===== src/rtl/div_pkg.sv =====
// Shared types and helpers for the iterative restoring divider.
package div_pkg;

    localparam int unsigned DIV_WIDTH = 32;
    localparam int unsigned DIV_CNT_W = 5;

    typedef enum logic [1:0] {
        IDLE = 2'd0,
        RUN  = 2'd1,
        FIX  = 2'd2,
        DONE = 2'd3
    } state_t;

    // Two's-complement negation when neg is set, pass-through otherwise.
    function automatic logic [DIV_WIDTH-1:0] neg_if(input logic [DIV_WIDTH-1:0] v,
                                                    input logic                 neg);
        return neg ? (~v + DIV_WIDTH'(1)) : v;
    endfunction

endpackage


===== src/rtl/div_step.sv =====
// One combinational restoring-division iteration: shift in a dividend bit, trial-subtract.
module div_step #(
    parameter int unsigned WIDTH = 32
) (
    input  logic [WIDTH-1:0] prem,
    input  logic             dvd_bit,
    input  logic [WIDTH-1:0] dvsr,
    output logic [WIDTH-1:0] prem_next,
    output logic             q_bit
);

    logic [WIDTH:0] shifted;
    logic [WIDTH:0] trial;

    // prem < dvsr always holds, so the shifted value fits in WIDTH+1 bits and
    // the trial result is non-negative exactly when shifted >= dvsr.
    always_comb begin
        shifted   = {prem, dvd_bit};
        trial     = shifted - {1'b0, dvsr};
        q_bit     = (shifted >= {1'b0, dvsr});
        prem_next = q_bit ? trial[WIDTH-1:0] : shifted[WIDTH-1:0];
    end

endmodule


===== src/rtl/div.sv =====
// Iterative signed/unsigned radix-2 restoring divider with start/done handshake.
module div
    import div_pkg::*;
#(
    parameter int unsigned WIDTH = DIV_WIDTH,
    parameter int unsigned CNT_W = DIV_CNT_W
) (
    input  logic             clk,
    input  logic             reset,
    input  logic [WIDTH-1:0] a,
    input  logic [WIDTH-1:0] b,
    input  logic             is_signed,
    input  logic             doDiv,
    output logic [WIDTH-1:0] quo,
    output logic [WIDTH-1:0] rem,
    output logic             div_done,
    output logic             div_zero,
    output logic             busy
);

    state_t state, state_next;

    logic [WIDTH-1:0] prem;
    logic [WIDTH-1:0] dvd;
    logic [WIDTH-1:0] dvsr;
    logic [WIDTH-1:0] a_q;
    logic             q_sign;
    logic             r_sign;
    logic             zero_q;
    logic [CNT_W-1:0] cnt;

    logic [WIDTH-1:0] step_prem;
    logic             step_q;
    logic             last_iter;

    div_step #(.WIDTH(WIDTH)) u_step (
        .prem      (prem),
        .dvd_bit   (dvd[WIDTH-1]),
        .dvsr      (dvsr),
        .prem_next (step_prem),
        .q_bit     (step_q)
    );

    assign last_iter = (cnt == CNT_W'(WIDTH - 1));
    assign busy      = (state == RUN) || (state == FIX);

    always_ff @(posedge clk) begin
        if (reset) state <= IDLE;
        else       state <= state_next;
    end

    always_comb begin
        state_next = state;
        case (state)
            IDLE, DONE: if (doDiv) state_next = RUN;
            RUN:        if (last_iter) state_next = FIX;
            FIX:        state_next = DONE;
            default:    state_next = IDLE;
        endcase
    end

    // The dividend register doubles as the quotient: result bits shift in at the LSB.
    always_ff @(posedge clk) begin
        if (reset) begin
            prem     <= '0;
            dvd      <= '0;
            dvsr     <= '0;
            a_q      <= '0;
            q_sign   <= 1'b0;
            r_sign   <= 1'b0;
            zero_q   <= 1'b0;
            cnt      <= '0;
            quo      <= '0;
            rem      <= '0;
            div_done <= 1'b0;
            div_zero <= 1'b0;
        end else begin
            case (state)
                IDLE, DONE: begin
                    if (doDiv) begin
                        prem     <= '0;
                        dvd      <= neg_if(a, is_signed & a[WIDTH-1]);
                        dvsr     <= neg_if(b, is_signed & b[WIDTH-1]);
                        a_q      <= a;
                        q_sign   <= (a[WIDTH-1] ^ b[WIDTH-1]) & is_signed;
                        r_sign   <= a[WIDTH-1] & is_signed;
                        zero_q   <= (b == '0);
                        cnt      <= '0;
                        div_done <= 1'b0;
                    end
                end
                RUN: begin
                    prem <= step_prem;
                    dvd  <= {dvd[WIDTH-2:0], step_q};
                    cnt  <= cnt + CNT_W'(1);
                end
                FIX: begin
                    quo      <= zero_q ? '1  : neg_if(dvd, q_sign);
                    rem      <= zero_q ? a_q : neg_if(prem, r_sign);
                    div_zero <= zero_q;
                    div_done <= 1'b1;
                end
                default: ;
            endcase
        end
    end

endmodule


===== config.mk =====
export PLATFORM = sky130hd
export DESIGN_NAME = div
export DESIGN_NICKNAME = d
export VERILOG_FILES = /design/src/rtl/div_pkg.sv /design/src/rtl/div_step.sv /design/src/rtl/div.sv
export SDC_FILE = /design/constraint.sdc
export NUM_CORES = 1
export LEC_CHECK = 0
export ABC_AREA = 0
export BUFFER_PORTS_ARGS = -buffer_cell sky130_fd_sc_hd__buf_2
export CORE_AREA = 2 2 163 133
export DETAILED_ROUTE_END_ITERATION = 8
export DIE_AREA = 0 0 165 135
export GPL_TIMING_DRIVEN = 0
export PLACE_DENSITY = 0.81
export SETUP_SLACK_MARGIN = 0.15
export SLEW_MARGIN = 10
export SYNTH_ARGS = -nofsm -noshare
export SYNTH_HDL_FRONTEND = slang
export SYNTH_SLANG_ARGS = --single-unit
export TNS_END_PERCENT = 30

===== constraint.sdc =====
create_clock -name clk -period 4 [get_ports clk]
set_input_delay 1.2 -clock clk [delete_from_list [all_inputs] [get_ports clk]]
set_output_delay 1.2 -clock clk [all_outputs]
set_load 0.01 [all_outputs]

==> flow_summary.ini, run 1 <==
[critical_path]
ff2ff_setup_slack_ns = 0.28
reg2reg_to = quo[29]
reg2reg_depth = 10
cp-startpoint = a[6]
crit_arrival_ns = 4.26
worst_setup_path_start_kind = primary input
endpoint = dvd[24]
reg2reg_from = dvd[2]
worstPathRequired_ns = 4.39
crit_fanout = 6
critPathCaptureType = register
crit_type = primary input to register

[worst_hold_path]
hold_path_class = register to register
hold_depth = 2

[logic_synthesis]
synth_seq_cells = 204
ys_warn_count = 0
yosysSeqAreaShare = 0.334
syn-instance-count = 1593
ys_async_sr_fraction = 0
yosysMostFrequentCell = nand2_1
ys_types = 59
synth_nets = 1703
synth.cell_area_um2 = 12200
synth.area.top_cells = dfxtp_1 (33%), nand2_1 (7.3%), xor2_1 (6.9%)
synth_edf_count = 0
yosys.area.top_type = dfxtp_1
syn_area_per_cell_um2 = 7.67
synth_common_cells = nand2_1 (237), dfxtp_1 (204), nor2_1 (156), a21oi_1 (129), o21ai_0 (115)
synth_ff_type = dfxtp_1
yosysTopAreaCellShare = 0.334

[power]
power.density_nw_per_um2 = 637
total_leakage_power_nw = 5.45
ir_worst_vdd_v = 0.000467

[cts]
post_cts_buffers = 0
cts.sinks = 204
cts_made_buffers = 22
cts-root-buf = clkbuf_16
clk_pin_slew_ns = 0.06
clock_latency_ns = 0.52
cts_tree = built
holdBufCountCts = 0
h-tree-depth = 1
cts.path.max_buffers = 3

[floorplan]
io_pins = 135
dieArea_um2 = 22300
row_count = 47
core_area_um2 = 20500
initial_core_util = 0.596
die-height_um = 135
die_w_um = 165

[placed_design]
dpl_worst_slack_ns = -0.266
routabilityCongestion = 0.992
place.port_buffers = 134
hpwl_um = 29500
place_inst = 1996

[routing]
drt_iter0_drc = 1729
wire_per_inst_um = 19.1
drcViolationCount = 0
ant_nets = 0
wl_um = 38900
drt_pre_antenna_iters = 7
vias = 12755
viasPerCell = 6.26

[layout]
drive_gt1_frac = 0.105
n_fill_cell = 1731
fin_nets = 1861
areaGrowthSynthToFinish_pct = 14.1
layout.cells.non_filler = 2037

[timing]
hold_viol_final = 0
min_period_ns = 3.87
max-slew-margin-rel = 0.224
whs_ns = 0.452
rsz0062_at_grt = yes
fin_ws_ns = 0.133
post-route-period-util = 0.967
setup_viol = 0
max_freq_ghz = 0.259
worst_pin_slew_ns = 1.16
drv_slew = 0
finClkSkew_ns = 0.0182

[status]
status = finished, final reports clean

[grt]
grt_pass1_wl_um = 59800
first_global_vias = 11225
antenna_found_initial = 1
grtUsageTotal = 0.340
grt_max_degree = 14
gr-total-overflow = 0

[run]
max_cap_viol_count = 0
final cells by class:
cell class                      count  area [um2]  share of cell area
Multi-Input combinational cell   1223        7510               0.539
Buffer                            101         392              0.0281
Timing Repair Buffer              134         671              0.0481
Antenna cell                        1        2.50            0.000179
Sequential cell                   204        4080               0.293
Inverter                           65         244              0.0175
Clock buffer                       35         651              0.0467
Tap cell                          269         337              0.0241
Clock inverter                      5        52.6             0.00377
routing by layer:
layer	global-route usage	wire, um	up-vias
met5	0	0	-
met4	0.104	1250	0
met3	0.0688	5110	116
met2	0.473	15600	808
met1	0.521	16900	5909
li1	-	-	5922
worst max-delay path, stage by stage:
cell and delay [ns]:
buf_2 0.15, or4_1 0.58, or4_1 0.53, nor3b_1 0.77, nand3_1 0.26, o21ai_0 0.27
xor2_1 0.10, a2111oi_0 0.40
placed cells by master, fill, tap and decap left out, types with 5 or more instances in the layout:
cell type	instances
nand2_1	237
dfxtp_1	204
nor2_1	156
buf_2	137
a21oi_1	128
o21ai_0	115
clkbuf_1	98
xor2_1	96
inv_1	65
a211oi_1	63
mux2i_1	55
xnor2_1	48
ha_1	41
nor3_1	31
o31ai_1	28
or3_1	23
clkbuf_16	23
nand3_1	19
nand2b_1	18
o41ai_1	14
or4_1	13
nand4_1	10
nor4_1	10
a21o_1	9
o22ai_1	9
o211ai_1	9
and2_1	7
buf_1	7
a31oi_1	6
a222oi_1	5
nor2b_1	5
o21ai_1	5
o311ai_0	5
sequential cells by signal, summed over array words and instances, names as in the netlist, 2 cells and up:
register / flops
quo: 32
a_q: 32
dvsr: 32
state: 2
dvd: 32
prem: 32
cnt: 5
rem: 32
report_power, final:
group	switching (W)	internal, W	leakage, nW
combinational	0.00266	0.00137	3.44
clock	0.000869	0.00118	0.342
sequential	0.000350	0.00246	1.66
total	0.00388	0.00501	5.45
worst min-delay path by stage:
| stage | to | slack (ns) | start |
|---|---|---|---|
| global placement | dvsr[21] | 0.44 | dvsr[21] |
| finish | dvsr[25] | 0.45 | dvsr[25] |
| CTS | dvsr[25] | 0.45 | dvsr[25] |
| detailed placement | dvsr[25] | 0.44 | dvsr[25] |
| global route | dvsr[31] | 0.47 | dvsr[31] |
| floorplan | dvsr[21] | 0.43 | dvsr[21] |
timing repair:
action,CTS,global route
hold endpoints to repair,0,0
resized for setup,2,1
setup endpoints to repair,7,35
pin swaps,0,0
stage by stage:
stage | TNS (ns) | cell area (um2) | power, W | util
3_5_place_dp | -1.24 | 13200 | 0.00668 | 0.645
5_1_grt | 0 | 13900 | 0.00935 | 0.680
6_report | 0 | 13900 | 0.00889 | 0.680
4_1_cts | 0 | 13900 | 0.00873 | 0.679
2_1_floorplan | 0 | 12200 | 0.00550 | -
3_3_place_gp | -0.902 | 13200 | 0.00657 | 0.645
logic make-up (layout without fill, tap and decap cells):
kind of cell | after synthesis | after routing | synth area share
flip-flops | 204 | 204 | 0.334
other | 0 | 1 | 0
AO/OA/AOI/OAI | 430 | 430 | 0.219
multiplexers | 55 | 55 | 0.0450
XOR/XNOR | 144 | 144 | 0.103
buffers and inverters | 166 | 340 | 0.0519
adder cells (fa/ha/maj) | 42 | 42 | 0.0436
AND/OR/NAND/NOR | 552 | 552 | 0.203
No activity file was read; power rests on OpenSTA's default activity.
==> run 2, diff against run 1 <==
Settings changed: CORE_AREA 2 2 163 133 to 2 2 158 129, DIE_AREA 0 0 165 135 to 0 0 160 131, PLACE_DENSITY 0.81 to 0.85.
Clock period 4 ns to 4.86 ns, I/O delays scaled along.
==> run 2 against run 1 <==
Net effect:
- sequential power fell by 18%
- register-to-register slack better by 0.47 ns
- critical endpoint is now dvd[26]
- utilization is 3.3 points higher
- non-clock buffer count unchanged
- via count fell by 1.3%
- clock-buffer cell count fell by 5
==> flow_summary.ini, run 2 (synthesis gave the netlist of run 1 again) <==
[timing]
hold_viol_final = 0
post-route-period-util = 0.858
finClkSkew_ns = 0.0228
rsz0062_at_grt = no
whs_ns = 0.454
setup_viol = 0
fin_setup_tns_ns = 0
max-slew-margin-rel = 0.314
drv_slew = 0
min_period_ns = 4.17
worst_pin_slew_ns = 1.03
max_freq_ghz = 0.240
fin_ws_ns = 0.690

[critical_path]
crit_fanout = 6
slowest_delay_ns = 0.81
crit_buf_inv = 1
crit_type = primary input to register
critPathCaptureType = register
worstPathRequired_ns = 5.24
critPathSlowestCell = nor3b_1
critPathMostFrequentCell = or4_1
worst_setup_path_start_kind = primary input
crit_arrival_ns = 4.55
crit_family = simple AND/OR/NAND/NOR gates
crit_chain = buf_2 -> or4_1 -> or4_1 -> nor3b_1 -> and4_1 -> nor2_1 -> xnor2_1 -> a2111oi_0

[floorplan]
dieArea_um2 = 21000
io_pins = 135
initial_core_util = 0.628
die_w_um = 160
core_area_um2 = 19500
die-height_um = 131
row_count = 46

[placed_design]
place_area_um2 = 13200
dpl_worst_slack_ns = 0.371
place.port_buffers = 134
routabilityCongestion = 0.986
hpwl_um = 29900

[layout]
drive_gt1_frac = 0.102
design_area_um2 = 13900
final_cell_mix = nand2_1 (237), dfxtp_1 (204), nor2_1 (156), buf_2 (137), a21oi_1 (129)
diodes = 0
n_fill_cell = 1665
multiInputGateArea_um2 = 7500
areaGrowthSynthToFinish_pct = 13.5
final_common_cell = nand2_1
fin_nets = 1860
regArea_um2 = 4080

[cts]
clock_latency_ns = 0.51
post_cts_buffers = 0
h-tree-depth = 1
cts_made_buffers = 21
holdBufCountCts = 0
clk_pin_slew_ns = 0.06
cts.path.max_buffers = 3
cts-root-buf = clkbuf_16
cts.sinks = 204
ctsResizeCount = 0
cts_tree = built

[status]
status = finished, final reports clean

[routing]
wl_um = 38800
vias = 12594
viasPerCell = 6.23
wire_per_inst_um = 19.2
drt_iter0_drc = 1671
drcViolationCount = 0
drt_pre_antenna_iters = 6
ant_nets = 0

[power]
ir_worst_vdd_v = 0.000313
power.density_nw_per_um2 = 520
total_leakage_power_nw = 5.42

[grt]
gr-total-overflow = 0
antenna_found_initial = 0
grt_max_degree = 14
grt_pass1_wl_um = 59900
grtUsageTotal = 0.360
first_global_vias = 11289

[run]
max_cap_viol_count = 0

[worst_hold_path]
hold_path_class = register to register
[run 2: changes by cell type in the layout (fill, tap and decap cells not counted), moves of 2 or more]
cell / before / now
clkbuf_1: 98 / 94
clkbuf_16: 23 / 21
clkbuf_8: 3 / 5
clkinv_2: 3 / 1
[run 2: metrics by stage]
step,cells,total power [W],util
finish,2023,0.00721,0.713
detailed placement,1991,0.00552,0.680
CTS,2023,0.00709,0.713
global placement,1991,0.00542,0.680
global route,2023,0.00760,0.713
floorplan,1593,0.00453,-
[run 2: final cells by class]
type	instances	share of cell area
Multi-Input combinational cell	1223	0.541
Sequential cell	204	0.294
Timing Repair Buffer	134	0.0484
Clock buffer	30	0.0439
Buffer	101	0.0281
Tap cell	264	0.0238
Inverter	65	0.0176
Clock inverter	2	0.00253
[run 2: tightest hold or removal path, delay by kind of cell, from the launching register on]
family	cells	cell delay (ns)
flip-flops	1	0.31
AND/OR/NAND/NOR	1	0.05
AO/OA/AOI/OAI	1	0.05
[run 2: final timing paths]
path	from	to	slack [ns]	cells past startpoint
worst min register to register	dvsr[21]	dvsr[21]	0.45	2
worst max-delay path	a[6]	dvd[26]	0.69	8
worst max register to register	prem[2]	dvd[0]	0.75	11
worst min-delay path	dvsr[21]	dvsr[21]	0.45	2
[run 2: where the power goes]
| part | total [W] | internal [W] | switching (W) |
|---|---|---|---|
| Combinational | 0.00332 | 0.00113 | 0.00220 |
| Sequential | 0.00231 | 0.00203 | 0.000284 |
| Clock | 0.00158 | 0.000913 | 0.000664 |
[run 2: per-layer routing]
layer  vias up  GRT usage  share of wire
li1       5914          -              -
met1      5867      0.534           0.45
met2       733      0.522           0.40
met3        80     0.0773           0.12
met4         0      0.111          0.030
met5         -          0              0
